[src/rtl/wb_retire_stage_pkg.sv]
// Shared field layout and trace-entry types for the writeback/retire stage.
package wb_retire_stage_pkg;

    localparam int LANE_W  = 71;
    localparam int HILO_W  = 66;
    localparam int TRACE_W = 70;

    localparam int VALID_BIT = 70;
    localparam int PC_HI     = 69;
    localparam int PC_LO     = 38;
    localparam int WE_BIT    = 37;
    localparam int WADDR_HI  = 36;
    localparam int WADDR_LO  = 32;
    localparam int WDATA_HI  = 31;

    typedef struct packed {
        logic [31:0] pc;
        logic        we;
        logic [4:0]  waddr;
        logic [31:0] wdata;
    } trace_t;

    typedef struct packed {
        logic        lo_we;
        logic        hi_we;
        logic [63:0] data;
    } hilo_t;

    // Trace entries keep the unsuppressed write enable so the golden trace sees every write.
    function automatic trace_t to_trace(input logic [LANE_W-1:0] lane);
        return trace_t'({lane[PC_HI:PC_LO], lane[WE_BIT], lane[WADDR_HI:WADDR_LO], lane[WDATA_HI:0]});
    endfunction

endpackage

[src/rtl/wb_retire_stage_trace_fifo.sv]
// Retire-trace FIFO: multi-lane compacting push, single show-ahead pop per cycle.
module wb_trace_fifo
    import wb_retire_stage_pkg::*;
#(
    parameter int LANES = 2,
    parameter int DEPTH = 8
) (
    input  logic                       clk,
    input  logic                       rst,
    input  logic [LANES-1:0]           push_valid,
    input  logic [LANES*TRACE_W-1:0]   push_data,
    output trace_t                     head,
    output logic [$clog2(DEPTH):0]     count,
    output logic                       overflow
);

    localparam int PTR_W = $clog2(DEPTH);
    localparam int CNT_W = PTR_W + 1;

    trace_t           mem [DEPTH];
    logic [PTR_W-1:0] wr_ptr;
    logic [PTR_W-1:0] rd_ptr;
    logic             pop;
    logic [CNT_W-1:0] free_slots;
    logic [CNT_W-1:0] accepted;
    logic [CNT_W-1:0] offset [LANES];
    logic [LANES-1:0] accept;
    logic             drop;

    assign pop        = (count != '0);
    assign free_slots = CNT_W'(DEPTH) - count;

    // Free space excludes the concurrent pop, so a full-ish FIFO drops the youngest lanes first.
    always_comb begin
        accepted = '0;
        accept   = '0;
        drop     = 1'b0;
        for (int i = 0; i < LANES; i++) begin
            offset[i] = accepted;
            if (push_valid[i]) begin
                if (accepted < free_slots) begin
                    accept[i] = 1'b1;
                    accepted  = accepted + CNT_W'(1);
                end else begin
                    drop = 1'b1;
                end
            end
        end
    end

    always_ff @(posedge clk) begin
        for (int i = 0; i < LANES; i++) begin
            if (accept[i]) begin
                mem[wr_ptr + PTR_W'(offset[i])] <= push_data[i*TRACE_W +: TRACE_W];
            end
        end
    end

    always_ff @(posedge clk) begin
        if (rst) begin
            wr_ptr   <= '0;
            rd_ptr   <= '0;
            count    <= '0;
            overflow <= 1'b0;
        end else begin
            wr_ptr <= wr_ptr + PTR_W'(accepted);
            rd_ptr <= rd_ptr + PTR_W'(pop);
            count  <= count + accepted - CNT_W'(pop);
            if (drop) begin
                overflow <= 1'b1;
            end
        end
    end

    assign head = pop ? mem[rd_ptr] : '0;

endmodule

[src/rtl/wb_retire_stage.sv]
// Multi-lane MEM->WB stage register with write-conflict resolution and retire-trace serialisation.
module wb_retire_stage
    import wb_retire_stage_pkg::*;
#(
    parameter int LANES     = 2,
    parameter int DBG_DEPTH = 8
) (
    input  logic                      clk,
    input  logic                      rst,
    input  logic                      flush,
    input  logic                      stall_up,
    input  logic                      stall_wb,
    input  logic [LANES*LANE_W-1:0]   in_bus,
    input  logic [HILO_W-1:0]         in_hilo,
    output logic [LANES-1:0]          rf_we,
    output logic [LANES*5-1:0]        rf_waddr,
    output logic [LANES*32-1:0]       rf_wdata,
    output logic                      hi_we,
    output logic                      lo_we,
    output logic [63:0]               hilo_wdata,
    output logic                      wb_busy,
    output logic                      dbg_overflow,
    output logic [31:0]               debug_wb_pc,
    output logic [3:0]                debug_wb_rf_wen,
    output logic [4:0]                debug_wb_rf_wnum,
    output logic [31:0]               debug_wb_rf_wdata
);

    localparam int CNT_W = $clog2(DBG_DEPTH) + 1;

    logic [LANES*LANE_W-1:0]  stage_q;
    hilo_t                    hilo_q;
    logic                     load;
    logic [LANES-1:0]         lane_we;
    logic [LANES-1:0]         push_valid;
    logic [LANES*TRACE_W-1:0] push_data;
    trace_t                   head;
    logic [CNT_W-1:0]         count;

    assign load = !flush && !stall_up && !stall_wb;

    // Flush and bubbles clear the register, which also gates the HI/LO enables.
    always_ff @(posedge clk) begin
        if (rst || flush || (stall_up && !stall_wb)) begin
            stage_q <= '0;
            hilo_q  <= '0;
        end else if (!stall_wb) begin
            stage_q <= in_bus;
            hilo_q  <= hilo_t'(in_hilo);
        end
    end

    always_comb begin
        lane_we  = '0;
        rf_waddr = '0;
        rf_wdata = '0;
        for (int i = 0; i < LANES; i++) begin
            lane_we[i]        = stage_q[i*LANE_W + VALID_BIT] && stage_q[i*LANE_W + WE_BIT];
            rf_waddr[i*5 +: 5] = stage_q[i*LANE_W + WADDR_LO +: 5];
            rf_wdata[i*32 +: 32] = stage_q[i*LANE_W +: 32];
        end
    end

    // A younger lane writing the same nonzero register overrides every older one.
    always_comb begin
        rf_we = lane_we;
        for (int i = 0; i < LANES; i++) begin
            for (int j = i + 1; j < LANES; j++) begin
                if (lane_we[i] && lane_we[j] && (rf_waddr[i*5 +: 5] == rf_waddr[j*5 +: 5])
                    && (rf_waddr[i*5 +: 5] != 5'd0)) begin
                    rf_we[i] = 1'b0;
                end
            end
        end
    end

    assign hi_we      = hilo_q.hi_we;
    assign lo_we      = hilo_q.lo_we;
    assign hilo_wdata = hilo_q.data;

    always_comb begin
        push_valid = '0;
        push_data  = '0;
        for (int i = 0; i < LANES; i++) begin
            push_valid[i]                    = load && in_bus[i*LANE_W + VALID_BIT];
            push_data[i*TRACE_W +: TRACE_W]  = to_trace(in_bus[i*LANE_W +: LANE_W]);
        end
    end

    wb_trace_fifo #(
        .LANES (LANES),
        .DEPTH (DBG_DEPTH)
    ) u_trace_fifo (
        .clk        (clk),
        .rst        (rst),
        .push_valid (push_valid),
        .push_data  (push_data),
        .head       (head),
        .count      (count),
        .overflow   (dbg_overflow)
    );

    assign wb_busy           = (CNT_W'(DBG_DEPTH) - count) < CNT_W'(LANES);
    assign debug_wb_pc       = head.pc;
    assign debug_wb_rf_wen   = {4{head.we}};
    assign debug_wb_rf_wnum  = head.waddr;
    assign debug_wb_rf_wdata = head.wdata;

endmodule

[config.mk]
export PLATFORM = sky130hd
export DESIGN_NAME = wb_retire_stage
export DESIGN_NICKNAME = d
export VERILOG_FILES = /design/src/rtl/wb_retire_stage_pkg.sv /design/src/rtl/wb_retire_stage_trace_fifo.sv /design/src/rtl/wb_retire_stage.sv
export SDC_FILE = /design/constraint.sdc
export NUM_CORES = 1
export LEC_CHECK = 0
export ABC_CLOCK_PERIOD_IN_PS = 20600
export CAP_MARGIN = 10
export CORE_MARGIN = 4
export CORE_UTILIZATION = 30
export DETAILED_ROUTE_END_ITERATION = 10
export PLACE_DENSITY = 0.6
export REMOVE_ABC_BUFFERS = 1
export SLEW_MARGIN = 25
export SYNTH_ARGS = -nofsm -noshare
export SYNTH_HDL_FRONTEND = slang
export SYNTH_SLANG_ARGS = --single-unit
[constraint.sdc]
create_clock -name clk -period 20.6 [get_ports clk]
set_clock_uncertainty 0.05 [all_clocks]
set_input_delay 3.09 -clock clk [delete_from_list [all_inputs] [get_ports clk]]
set_output_delay 3.09 -clock clk [all_outputs]
set_load 0.01 [all_outputs]
Word level (Yosys, flattened, before mapping)
Memories as Yosys holds them, arrays and structs flattened. A register that Yosys moved wholly into a read port is not among the register bits.
Cells that the tools add are included.
W data, S select, Z words.
{ "totals": {"mem_count": 1, "input_bits": 213, "regBits": 219, "ram_bits": 560, "out_inout_bits": 217, "word_cells": 56} }
{ "memory_table": {"columns": ["memory", "words", "width", "rd", "rd_ports_with_merged_regs", "write_ports", "line_no", "rtl"], "rows": [
  ["u_trace_fifo.mem", 8, 70, 1, 1, 2, "wb_retire_stage_trace_fifo.sv:20", "trace_t mem [DEPTH];"]
]} }
{ "op_classes": {"eq_ne": 1, "n_lt_le_gt_ge": 3, "reduce_logical": 17, "n_mux": 19, "addsub": 7} }
{ "ops": {"columns": ["operator", "n"], "rows": [
  ["$mux W70", 1],
  ["$mux W1", 14],
  ["$mux W4", 3],
  ["$logic_and A1 B1 Y1", 10],
  ["$add A3 B3 Y3", 2],
  ["$eq A5 B5 Y1", 1],
  ["$reduce_bool A5 Y1", 1],
  ["$add A4 B1 Y4 const B", 1],
  ["$add A4 B4 Y4", 1],
  ["$lt A1 B4 Y1 const A", 1],
  ["$lt A4 B2 Y1 const B", 1],
  ["$lt A4 B4 Y1", 1],
  ["$reduce_bool A4 Y1", 1],
  ["$sub A4 B1 Y4", 1],
  ["$sub A4 B4 Y4 const A", 1],
  ["$add A3 B1 Y3", 1],
  ["$logic_not A1 Y1", 3],
  ["$mux W3", 1],
  ["$logic_or A1 B1 Y1", 2]
]} }

Longest topological paths before layout
Gate-level depths: netlist of the first run.
{ "logic_depth": {"ltp_word": 10, "mapped_depth": 15, "mapped_depth_nobuf": 15} }

Hierarchy
Synthesis of the first run repeated with hierarchy kept, for this count alone.
{ "hier_totals": {"hier_cells": 2188, "hier_area_um2": 34757.1} }
{ "by_module_without_submodules": {"columns": ["mod", "instances", "area_per_inst_um2", "seq_area_each_um2", "cells_per_inst"], "rows": [
  ["wb_trace_fifo", 1, 28950.3, 17036.3, 1620],
  ["wb_retire_stage", 1, 5806.8, 2882.8, 568]
]} }

Worst setup path after synthesis of the first run
No wires, ideal clock.
{ "synth_path": {"path_kind": "input -> register", "startpoint": "in stall_wb", "endpoint": "mem u_trace_fifo.mem[0][0] (netlist bit) (enable)", "required_ns": 19.861, "n_path_buf": 0, "arrival_ns": 10.940, "cell_stages": 3, "setup_ns": 0.689, "setup_slack_ns": 8.921, "cell_sequence": "or4b_4 a21o_1 o41ai_1"} }
{ "synth_lines": {"columns": ["element", "line_no", "rtl"], "rows": [
  ["from (decl)", "wb_retire_stage.sv:12", "input logic stall_wb,"],
  ["to (decl)", "wb_retire_stage_trace_fifo.sv:20", null]
]} }

==> results_dict.tcl, run 1 <==
set metrics [dict create \
    synth_cell_type_count 50 \
    worst_r2r_endpoint "u_trace_fifo.mem[7][33]" \
    final_layout_size_suffix_gt1_share_pct 33.00 \
    initial_core_util_pct 30.18 \
    synth_flop_cell "edfxtp_1" \
    power-per-cell-area_nw_per_um2 101.1 \
    drtAntennaViolNets 0 \
    postCtsHoldBufs 0 \
    post_drt_wl_per_cell_um 24.88 \
    yosysTopAreaCellShare_pct 48.72 \
    ys_seq_area_share_pct 57.71 \
    most-common-layout-cells "560 x edfxtp_1, 522 x mux2_2, 428 x clkdlybuf4s50_1, 222 x nor2_1, 214 x mux2i_1" \
    yosys_warnings 0 \
    synth_cells 2168 \
    clkSlewWorstSetupHoldPaths_ns 0.06 \
    relSlewSlack_pct 29.47 \
    synth-edff-count 560 \
    holdCritPathClass "reg2reg" \
    status "finished clean" \
    worst_skew_pair.late_latency_ns 0.67 \
    cp-startpoint "stall_up" \
    area_growth_syn_to_layout_pct 23.71 \
    die_height_um 347.2 \
    post-synth-top-area-cell "edfxtp_1" \
    gp_congestion 0.7389 \
    worst_vdd_drop_v 0.00006160 \
    cp_slowest_stage_delay_ns 0.77 \
    criticalPathCategory "in2reg" \
    critPathSlowestCell "buf_4" \
    timing.reg2reg.worst_path_depth 14 \
    post_cts_resized 0 \
    postSynthRegisterBits 715 \
    syn_area_per_cell_um2 15.92 \
    synth.cell_area_um2 34510 \
    regToRegStartpoint "u_trace_fifo.count[0]" \
    hold_ws_ns 0.4376 \
    vias 20300 \
    final.setup.tns_ns 0 \
    grt_overflow 0 \
    drt-total-wl_mm 101.8 \
    final_cell_area_um2 42700 \
    critPathArrivalTime_ns 7.95 \
    clock_tree.root_cell "clkbuf_16" \
    first_global_vias 22270 \
    cts_htree_levels 3 \
    finalHoldViolCount 0 \
    dp_hpwl_mm 61.71 \
    drc_violation_count_after_routing 0 \
    floorplan.io_pins 430 \
    critPathRequiredTime_ns 20.94 \
    fp-row-count 124 \
    critical_path.endpoint_type "flip-flop" \
    setup_viol 0 \
    rsz0062_at_grt "false" \
    layout_commonest_cell "edfxtp_1" \
    largest_cells_by_area_after_synthesis "edfxtp_1 49%, mux2_2 17%, mux4_2 9.1%" \
    finalNetCount 2737 \
    grt_max_degree 81 \
    ys_async_sr_fraction_pct 0 \
    timing.max_cap.violations 0 \
    period_share_pct 36.95 \
    final_period_minus_worst_setup_slack_ns 7.611 \
    detail_route.vias_per_cell 4.959 \
    dpl_cell_area_um2 39940 \
    timing.final.max_slew_violations 0 \
    tritoncts "built" \
    cts.sinks 715 \
    pre_cts_ws_ns 12.34 \
    cp_max_fo 42 \
    rrSetupSlack_ns 15.27 \
    critPathCapture "u_trace_fifo.mem[7][33]" \
    post_cts_buffers 0 \
    floorplan.core_area_um2 114300 \
    port-buffer-count 429 \
    tightest_slew_ns 1.058 \
    groute.usage.overall_pct 16.48 \
    crit_path_cell_trace "clkdlybuf4s50_1, or4b_4, a21o_1, inv_1, ha_1, ha_1, xor2_1, nand4_1, a21oi_4, buf_4, buf_4, mux2_2" \
    cts_buffers 84 \
    dr.pass1.iters 4 \
    power.static_leakage_uw 0.01423 \
    max_clock_freq_mhz 131.4 \
    die_area_um2 120500 \
    grt_pass1_wl_mm 149.5 \
    dr.first_iter.drc_count 1184 \
    critPathLaunchType "primary input" \
    fill_cells 10570 \
    grt_antenna_before_repair 10 \
    floorplan.die.width_um 347.2 \
    layout_setup_ws_ns 12.99 \
    clock_path_buffers 3 \
]
-- how the worst min path moves through the flow --
stage	start	endpoint	slack, ns	cells past startpoint
after floorplan	stage_q[108]	stage_q[108]	0.40	2
after global placement	stage_q[108]	stage_q[108]	0.42	2
after detailed placement	stage_q[141]	stage_q[141]	0.43	2
after CTS	stage_q[141]	stage_q[141]	0.44	2
after global routing	hilo_wdata[4]	hilo_wdata[4]	0.47	2
final	stage_q[141]	stage_q[141]	0.44	2
-- area by class of cell --
type	instances	area [um^2]	share of cell area, %
multi-input cells	1221	13360	31.30
clock buffers	105	2242	5.251
clock inverters	52	470.5	1.102
diodes	2	5.005	0.01172
flip-flops and latches	715	19930	46.68
well taps	1512	1892	4.431
inverters	16	60.06	0.1407
repair buffers	470	4733	11.09
-- synth_stat cells, types with 2 or more instances --
library cell and number:
inv_1 16, dfxtp_1 155, o2111ai_4 2, nor2_1 222
ha_1 14, clkbuf_1 49, mux2i_1 214, a21o_1 2
buf_6 14, buf_4 96, nor2b_1 6, fa_1 2
edfxtp_1 560, xor2_1 2, o41ai_1 5, mux2_2 522
mux2_1 38, buf_1 33, a21oi_1 5, o21ai_0 2
nand3_1 2, nor3_1 3, and2_1 2, nand4_1 2
buf_2 24, mux4_2 140, nand2_1 4, xnor2_1 8
a41o_1 3
-- worst max-delay path, delay by kind of cell --
kind / cells / cell delay, ns
xor+xnor: 1 / 0.63
simple gates: 2 / 0.86
compound gates: 2 / 0.47
mux: 1 / 0.42
buf+inv: 4 / 1.97
fa+ha+maj: 2 / 0.42
-- through the flow --
step | total power [uW] | utilization [%] | std cells
finish | 4316 | 37.34 | 4093
global placement | 2877 | 34.81 | 3928
floorplan | 2404 | - | 1952
CTS | 4390 | 37.30 | 4089
detailed placement | 2902 | 34.93 | 3932
global route | 4524 | 37.34 | 4093
-- report_power, final --
group          internal (uW)  total, uW  switching, uW
registers               1590       1630           44.7
clock network            852       1480            623
logic                    607       1210            600
total                   3050       4320           1270
-- sequential cells by signal, indices dropped and copies added, names as in the netlist --
register	count
lo_we	1
hilo_wdata	64
u_trace_fifo.overflow	1
hi_we	1
u_trace_fifo.rd_ptr	3
u_trace_fifo.wr_ptr	3
u_trace_fifo.mem	560
stage_q	78
u_trace_fifo.count	4
-- cell families (layout without fill, tap and decap cells) --
group | Yosys count | in the layout | share of synthesized area [%]
AO/OA/AOI/OAI | 32 | 32 | 0.9099
multiplexers | 914 | 914 | 33.61
XOR/XNOR | 10 | 10 | 0.2538
buffers and inverters | 232 | 643 | 3.959
adder cells (fa/ha/maj) | 16 | 16 | 0.6236
flip-flops | 715 | 715 | 57.71
AND/OR/NAND/NOR | 249 | 249 | 2.926
other | 0 | 2 | 0
-- per-layer routing --
metal / up-vias / global-route usage, % / share of wire, %
met5: - / 0 / 0.026
met4: 4 / 3.999 / 1.8
met3: 127 / 3.871 / 5.9
met2: 606 / 28.62 / 50
met1: 10550 / 20.76 / 42
li1: 9010 / - / -
Note: power is estimated with default switching activity, not from simulation.
==> run 2, diff against run 1 <==
--- a/config.mk
+++ b/config.mk
@@ -5,12 +5,12 @@
 export SDC_FILE = /design/constraint.sdc
 export NUM_CORES = 1
 export LEC_CHECK = 0
-export ABC_CLOCK_PERIOD_IN_PS = 20600
+export ABC_CLOCK_PERIOD_IN_PS = 7000
 export CAP_MARGIN = 10
 export CORE_MARGIN = 4
 export CORE_UTILIZATION = 30
 export DETAILED_ROUTE_END_ITERATION = 10
-export PLACE_DENSITY = 0.6
+export PLACE_DENSITY = 0.62
 export REMOVE_ABC_BUFFERS = 1
 export SLEW_MARGIN = 25
 export SYNTH_ARGS = -nofsm -noshare
==> constraint.sdc (replaced) <==
create_clock -name clk -period 7 [get_ports clk]
set_clock_uncertainty 0.05 [all_clocks]
set_input_delay 1.05 -clock clk [delete_from_list [all_inputs] [get_ports clk]]
set_output_delay 1.05 -clock clk [all_outputs]
set_load 0.01 [all_outputs]
==> results_dict.tcl, run 2 (same netlist as run 1, synthesis figures left out) <==
set metrics [dict create \
    status "finished clean" \
    grt_pass1_wl_mm 145.7 \
    grt_max_degree 116 \
    grt_overflow 0 \
    final.setup.tns_ns 0 \
    rsz0062_at_grt "false" \
    drtAntennaViolNets 0 \
    drc_violation_count_after_routing 0 \
    layout_commonest_cell "edfxtp_1" \
    floorplan.core_area_um2 114300 \
    post_cts_resized 0 \
    clkSlewWorstSetupHoldPaths_ns 0.06 \
    setup_viol 0 \
    finalHoldViolCount 0 \
    power.static_leakage_uw 0.01427 \
    dr.pass1.iters 5 \
    period_share_pct 69.43 \
    gp_congestion 0.7434 \
    tritoncts "built" \
    timing.max_cap.violations 0 \
    critPathArrivalTime_ns 5.19 \
    vias 20040 \
    clock_path_buffers 3 \
    max_clock_freq_mhz 205.8 \
    critPathLaunchType "primary input" \
    dp_hpwl_mm 58.79 \
    cts.sinks 715 \
    area_growth_syn_to_layout_pct 23.87 \
    dr.first_iter.drc_count 1260 \
    grt_antenna_before_repair 5 \
    post_cts_buffers 0 \
    postLayoutCoreUtil_pct 37.39 \
    critical_path.endpoint_type "flip-flop" \
    power-per-cell-area_nw_per_um2 296.0 \
    drt-total-wl_mm 98.20 \
    groute.usage.overall_pct 15.98 \
    largest_register_ffs 560 \
    postCtsHoldBufs 0 \
    first_global_vias 21690 \
    cts_buffers 86 \
    most-common-layout-cells "560 x edfxtp_1, 522 x mux2_2, 428 x clkdlybuf4s50_1, 222 x nor2_1, 214 x mux2i_1" \
    fp-row-count 124 \
    clock_tree.root_cell "clkbuf_16" \
    floorplan.io_pins 430 \
    cp_max_fo 42 \
    tightest_slew_ns 0.9547 \
    detail_route.vias_per_cell 4.893 \
    relSlewSlack_pct 36.35 \
    die_area_um2 120500 \
    critPathRequiredTime_ns 7.33 \
    finalNetCount 2735 \
    holdCritPathClass "reg2reg" \
    floorplan.die.width_um 347.2 \
    worst_skew_pair.late_latency_ns 0.64 \
    final_layout_size_suffix_gt1_share_pct 33.09 \
    worst_vdd_drop_v 0.0002300 \
    die_height_um 347.2 \
    criticalPathCategory "in2reg" \
    initial_core_util_pct 30.18 \
    timing.final.max_slew_violations 0 \
    post_drt_wl_per_cell_um 23.98 \
    port-buffer-count 429 \
    cts_htree_levels 3 \
    final_period_minus_worst_setup_slack_ns 4.860 \
]
run 2: cell count changes in the layout (fill, tap and decap cells not counted), sizes merged, moves of 4 or more:
cell | previous run | this run
clkbuf | 105 | 129
clkinv | 33 | 25
clkinvlp | 7 | 0
buf | 42 | 38
run 2: where the power goes:
part | total, uW | internal (uW) | switching, uW | leakage (uW)
clock | 4370 | 2590 | 1780 | 0.00137
sequential | 4820 | 4670 | 150 | 0.00630
combinational | 3460 | 1770 | 1690 | 0.00660
run 2: worst paths after layout:
kind                               from                      end  slack (ns)  depth (start not counted)
hold / removal           hilo_wdata[23]           hilo_wdata[23]        0.44                          2
setup / recovery               stall_up  u_trace_fifo.mem[1][65]        2.14                         11
hold reg to reg          hilo_wdata[23]           hilo_wdata[23]        0.44                          2
setup reg to reg  u_trace_fifo.count[0]  u_trace_fifo.mem[4][29]        2.40                         11
run 2: per-stage QoR:
| stage | worst slack (ns) | hold WS [ns] | instances | total power (uW) | cell area [um^2] |
|---|---|---|---|---|---|
| 6_report | 2.140 | 0.4413 | 4095 | 12660 | 42750 |
| 5_1_grt | 1.930 | 0.4718 | 4092 | 13290 | 42740 |
| 4_1_cts | 2.038 | 0.4468 | 4090 | 12910 | 42740 |
| 3_5_place_dp | 1.484 | 0.4339 | 3930 | 8473 | 39980 |
| 3_3_place_gp | 1.612 | 0.4207 | 3929 | 8463 | 39940 |
| 2_1_floorplan | -2.639 | 0.4048 | 1952 | 7073 | 33210 |
run 2: layout make-up:
type,count,area [um^2]
well taps,1512,1892
inverters,16,60.06
clock inverters,31,252.7
flip-flops and latches,715,19930
repair buffers,466,4722
fillers,10730,71590
multi-input cells,1221,13370
diodes,5,12.51
clock buffers,129,2511
run 2: routing by layer:
layer  wire length (um)  global-route usage (%)
met1              41920                   20.96
met3               6647                   4.048
met5                  0                       0
met4               1779                   3.668
met2              47860                   26.64
run 2: worst max-delay path, cell delays in order:
cell             delay (ns)
clkdlybuf4s50_1        0.49
or4b_4                 0.60
a21o_1                 0.32
inv_1                  0.24
ha_1                   0.19
ha_1                   0.20
xor2_1                 0.63
nor2_1                 0.16
o2111ai_4              0.15
buf_4                  0.68
mux2_2                 0.43
==> run 3, diff against run 2 <==
--- a/config.mk
+++ b/config.mk
@@ -5,7 +5,7 @@
 export SDC_FILE = /design/constraint.sdc
 export NUM_CORES = 1
 export LEC_CHECK = 0
-export ABC_CLOCK_PERIOD_IN_PS = 7000
+export ABC_CLOCK_PERIOD_IN_PS = 3900
 export CAP_MARGIN = 10
 export CORE_MARGIN = 4
 export CORE_UTILIZATION = 30
==> constraint.sdc (replaced) <==
create_clock -name clk -period 3.9 [get_ports clk]
set_clock_uncertainty 0.05 [all_clocks]
set_input_delay 0.585 -clock clk [delete_from_list [all_inputs] [get_ports clk]]
set_output_delay 0.585 -clock clk [all_outputs]
set_load 0.01 [all_outputs]
==> results_dict.tcl, run 3 (same netlist as run 1, synthesis figures left out) <==
set metrics [dict create \
    post_cts_resized 0 \
    critPathLaunchType "flip-flop" \
    floorplan.die.width_um 347.2 \
    relative_contribution_of_sequential_cells_to_total_power_pct 37.4 \
    holdCritPathClass "reg2reg" \
    largest_register_ffs 560 \
    most-common-layout-cells "560 x edfxtp_1, 522 x mux2_2, 428 x clkdlybuf4s50_1, 222 x nor2_1, 214 x mux2i_1" \
    dr.first_iter.drc_count 1535 \
    relSlewSlack_pct 29.46 \
    grt_antenna_before_repair 13 \
    drc_violation_count_after_routing 0 \
    layout_setup_ws_ns 0.2311 \
    criticalPathCategory "reg2out" \
    post-place-cells 4023 \
    multi_input_comb_area_um2 13370 \
    port-buffer-count 429 \
    fill_cells 10690 \
    critPathArrivalTime_ns 3.03 \
    dr.pass1.iters 4 \
    groute.usage.overall_pct 16.29 \
    cts.sinks 715 \
    grt_pass1_wl_mm 148.0 \
    clkPwrFrac_pct 33.5 \
    max_clock_freq_mhz 272.6 \
    timing.max_cap.violations 0 \
    detail_route.vias_per_cell 4.856 \
    finalHoldViolCount 0 \
    floorplan.core_area_um2 114300 \
    first_global_vias 21870 \
    cts_buffers 84 \
    rsz0062_at_grt "false" \
    drtAntennaViolNets 0 \
    die_area_um2 120500 \
    power.net_switching_uw 6599 \
    seqCellArea_um2 19930 \
    worst_vdd_drop_v 0.0003131 \
    grt_max_degree 106 \
    tightest_slew_ns 1.058 \
    fp-row-count 124 \
    dp_hpwl_mm 64.61 \
    comb_power_share_pct 29.1 \
    finalNetCount 2837 \
    die_height_um 347.2 \
    drt-total-wl_mm 100.5 \
    netSwitchingFraction_pct 28.75 \
    grt_overflow 0 \
    post_drt_wl_per_cell_um 23.95 \
    final.setup.tns_ns 0 \
    power.static_leakage_uw 0.01496 \
    cp_max_fo 20 \
    clkSlewWorstSetupHoldPaths_ns 0.06 \
    clock_path_buffers 3 \
    layout_commonest_cell "edfxtp_1" \
    post-layout-total-power_uw 22950 \
    power-per-cell-area_nw_per_um2 519.7 \
    final_cells 4197 \
    initial_core_util_pct 30.18 \
    cts_htree_levels 3 \
    critical_path.endpoint_type "output port" \
    vias 20380 \
    p_int_uw 16350 \
    timing.final.max_slew_violations 0 \
    period_share_pct 94.08 \
    pre_cts_ws_ns 0.01247 \
    tritoncts "built" \
    floorplan.io_pins 430 \
    final_layout_size_suffix_gt1_share_pct 35.50 \
    clock_tree.root_cell "clkbuf_16" \
    final_period_minus_worst_setup_slack_ns 3.669 \
    setup_viol 0 \
    status "finished clean" \
    critPathRequiredTime_ns 3.26 \
    gp_congestion 0.7496 \
    area_growth_syn_to_layout_pct 27.98 \
    worst_skew_pair.late_latency_ns 0.63 \
]
[run 3: cell count changes in the layout (fill, tap and decap cells not counted), moves of 3 or more]
cell	change
clkinv_2	+3
clkbuf_4	-6
buf_12	+60
clkinv_1	+5
bufinv_16	+3
clkbuf_16	-5
buf_4	+44
clkbuf_8	-6
[run 3: stage by stage]
step / hold WS (ns) / instance area [um^2] / util [%]
4_1_cts: 0.4317 / 44050 / 38.52
3_5_place_dp: 0.4330 / 41370 / 36.18
6_report: 0.4408 / 44170 / 38.63
3_3_place_gp: 0.4197 / 41370 / 36.18
2_1_floorplan: 0.4048 / 33210 / -
5_1_grt: 0.4608 / 44160 / 38.62
[run 3: cell type report]
type                    instances  share of cell area (%)
clock inverters                47                  0.9631
diodes                          6                 0.03399
flip-flops and latches        715                   45.12
clock buffers                 110                   5.096
repair buffers                569                   14.10
multi-input cells            1222                   30.27
inverters                      16                  0.1360
well taps                    1512                   4.283
[run 3: layer usage]
layer  global-route usage [%]  up-vias  part of all wire [%]
li1                         -     9236                     -
met1                    21.37    10460                    44
met2                    27.04      560                    48
met3                    4.026      118                   5.9
met4                    4.152        4                   2.1
met5                        0        -                 0.026
[run 3: timing repair]
| action | in CTS | in global routing |
|---|---|---|
| endpoints found under the setup margin | 0 | 9 |
| endpoints found under the hold margin | 0 | 0 |
| hold buffers | 0 | 0 |
| buffers inserted | 0 | 10 |
[run 3: worst max-delay path, stage by stage, from the launching register on]
cell and delay, ns:
dfxtp_1 0.34, inv_1 0.12, ha_1 0.41, and2_4 0.53, buf_4 0.36, nor2_1 0.08
clkdlybuf4s50_1 0.51
[run 3: path summary, 6_finish.rpt]
check	to	cells after the start	from	slack, ns
worst min register to register	hilo_wdata[42]	2	hilo_wdata[42]	0.44
worst max-delay path	debug_wb_pc[25]	6	u_trace_fifo.count[0]	0.23
worst max register to register	u_trace_fifo.mem[1][42]	14	u_trace_fifo.count[0]	0.35
worst min-delay path	hilo_wdata[42]	2	hilo_wdata[42]	0.44
[run 3: power by group through the flow]
stage               sequential, uW  clock [uW]  combinational (uW)
floorplan                     9090           0                3330
global placement              8790           0                6610
detailed placement            8800           0                6630
CTS                           8640        7920                6660
global route                  8600        8250                7240
finish                        8580        7690                6680
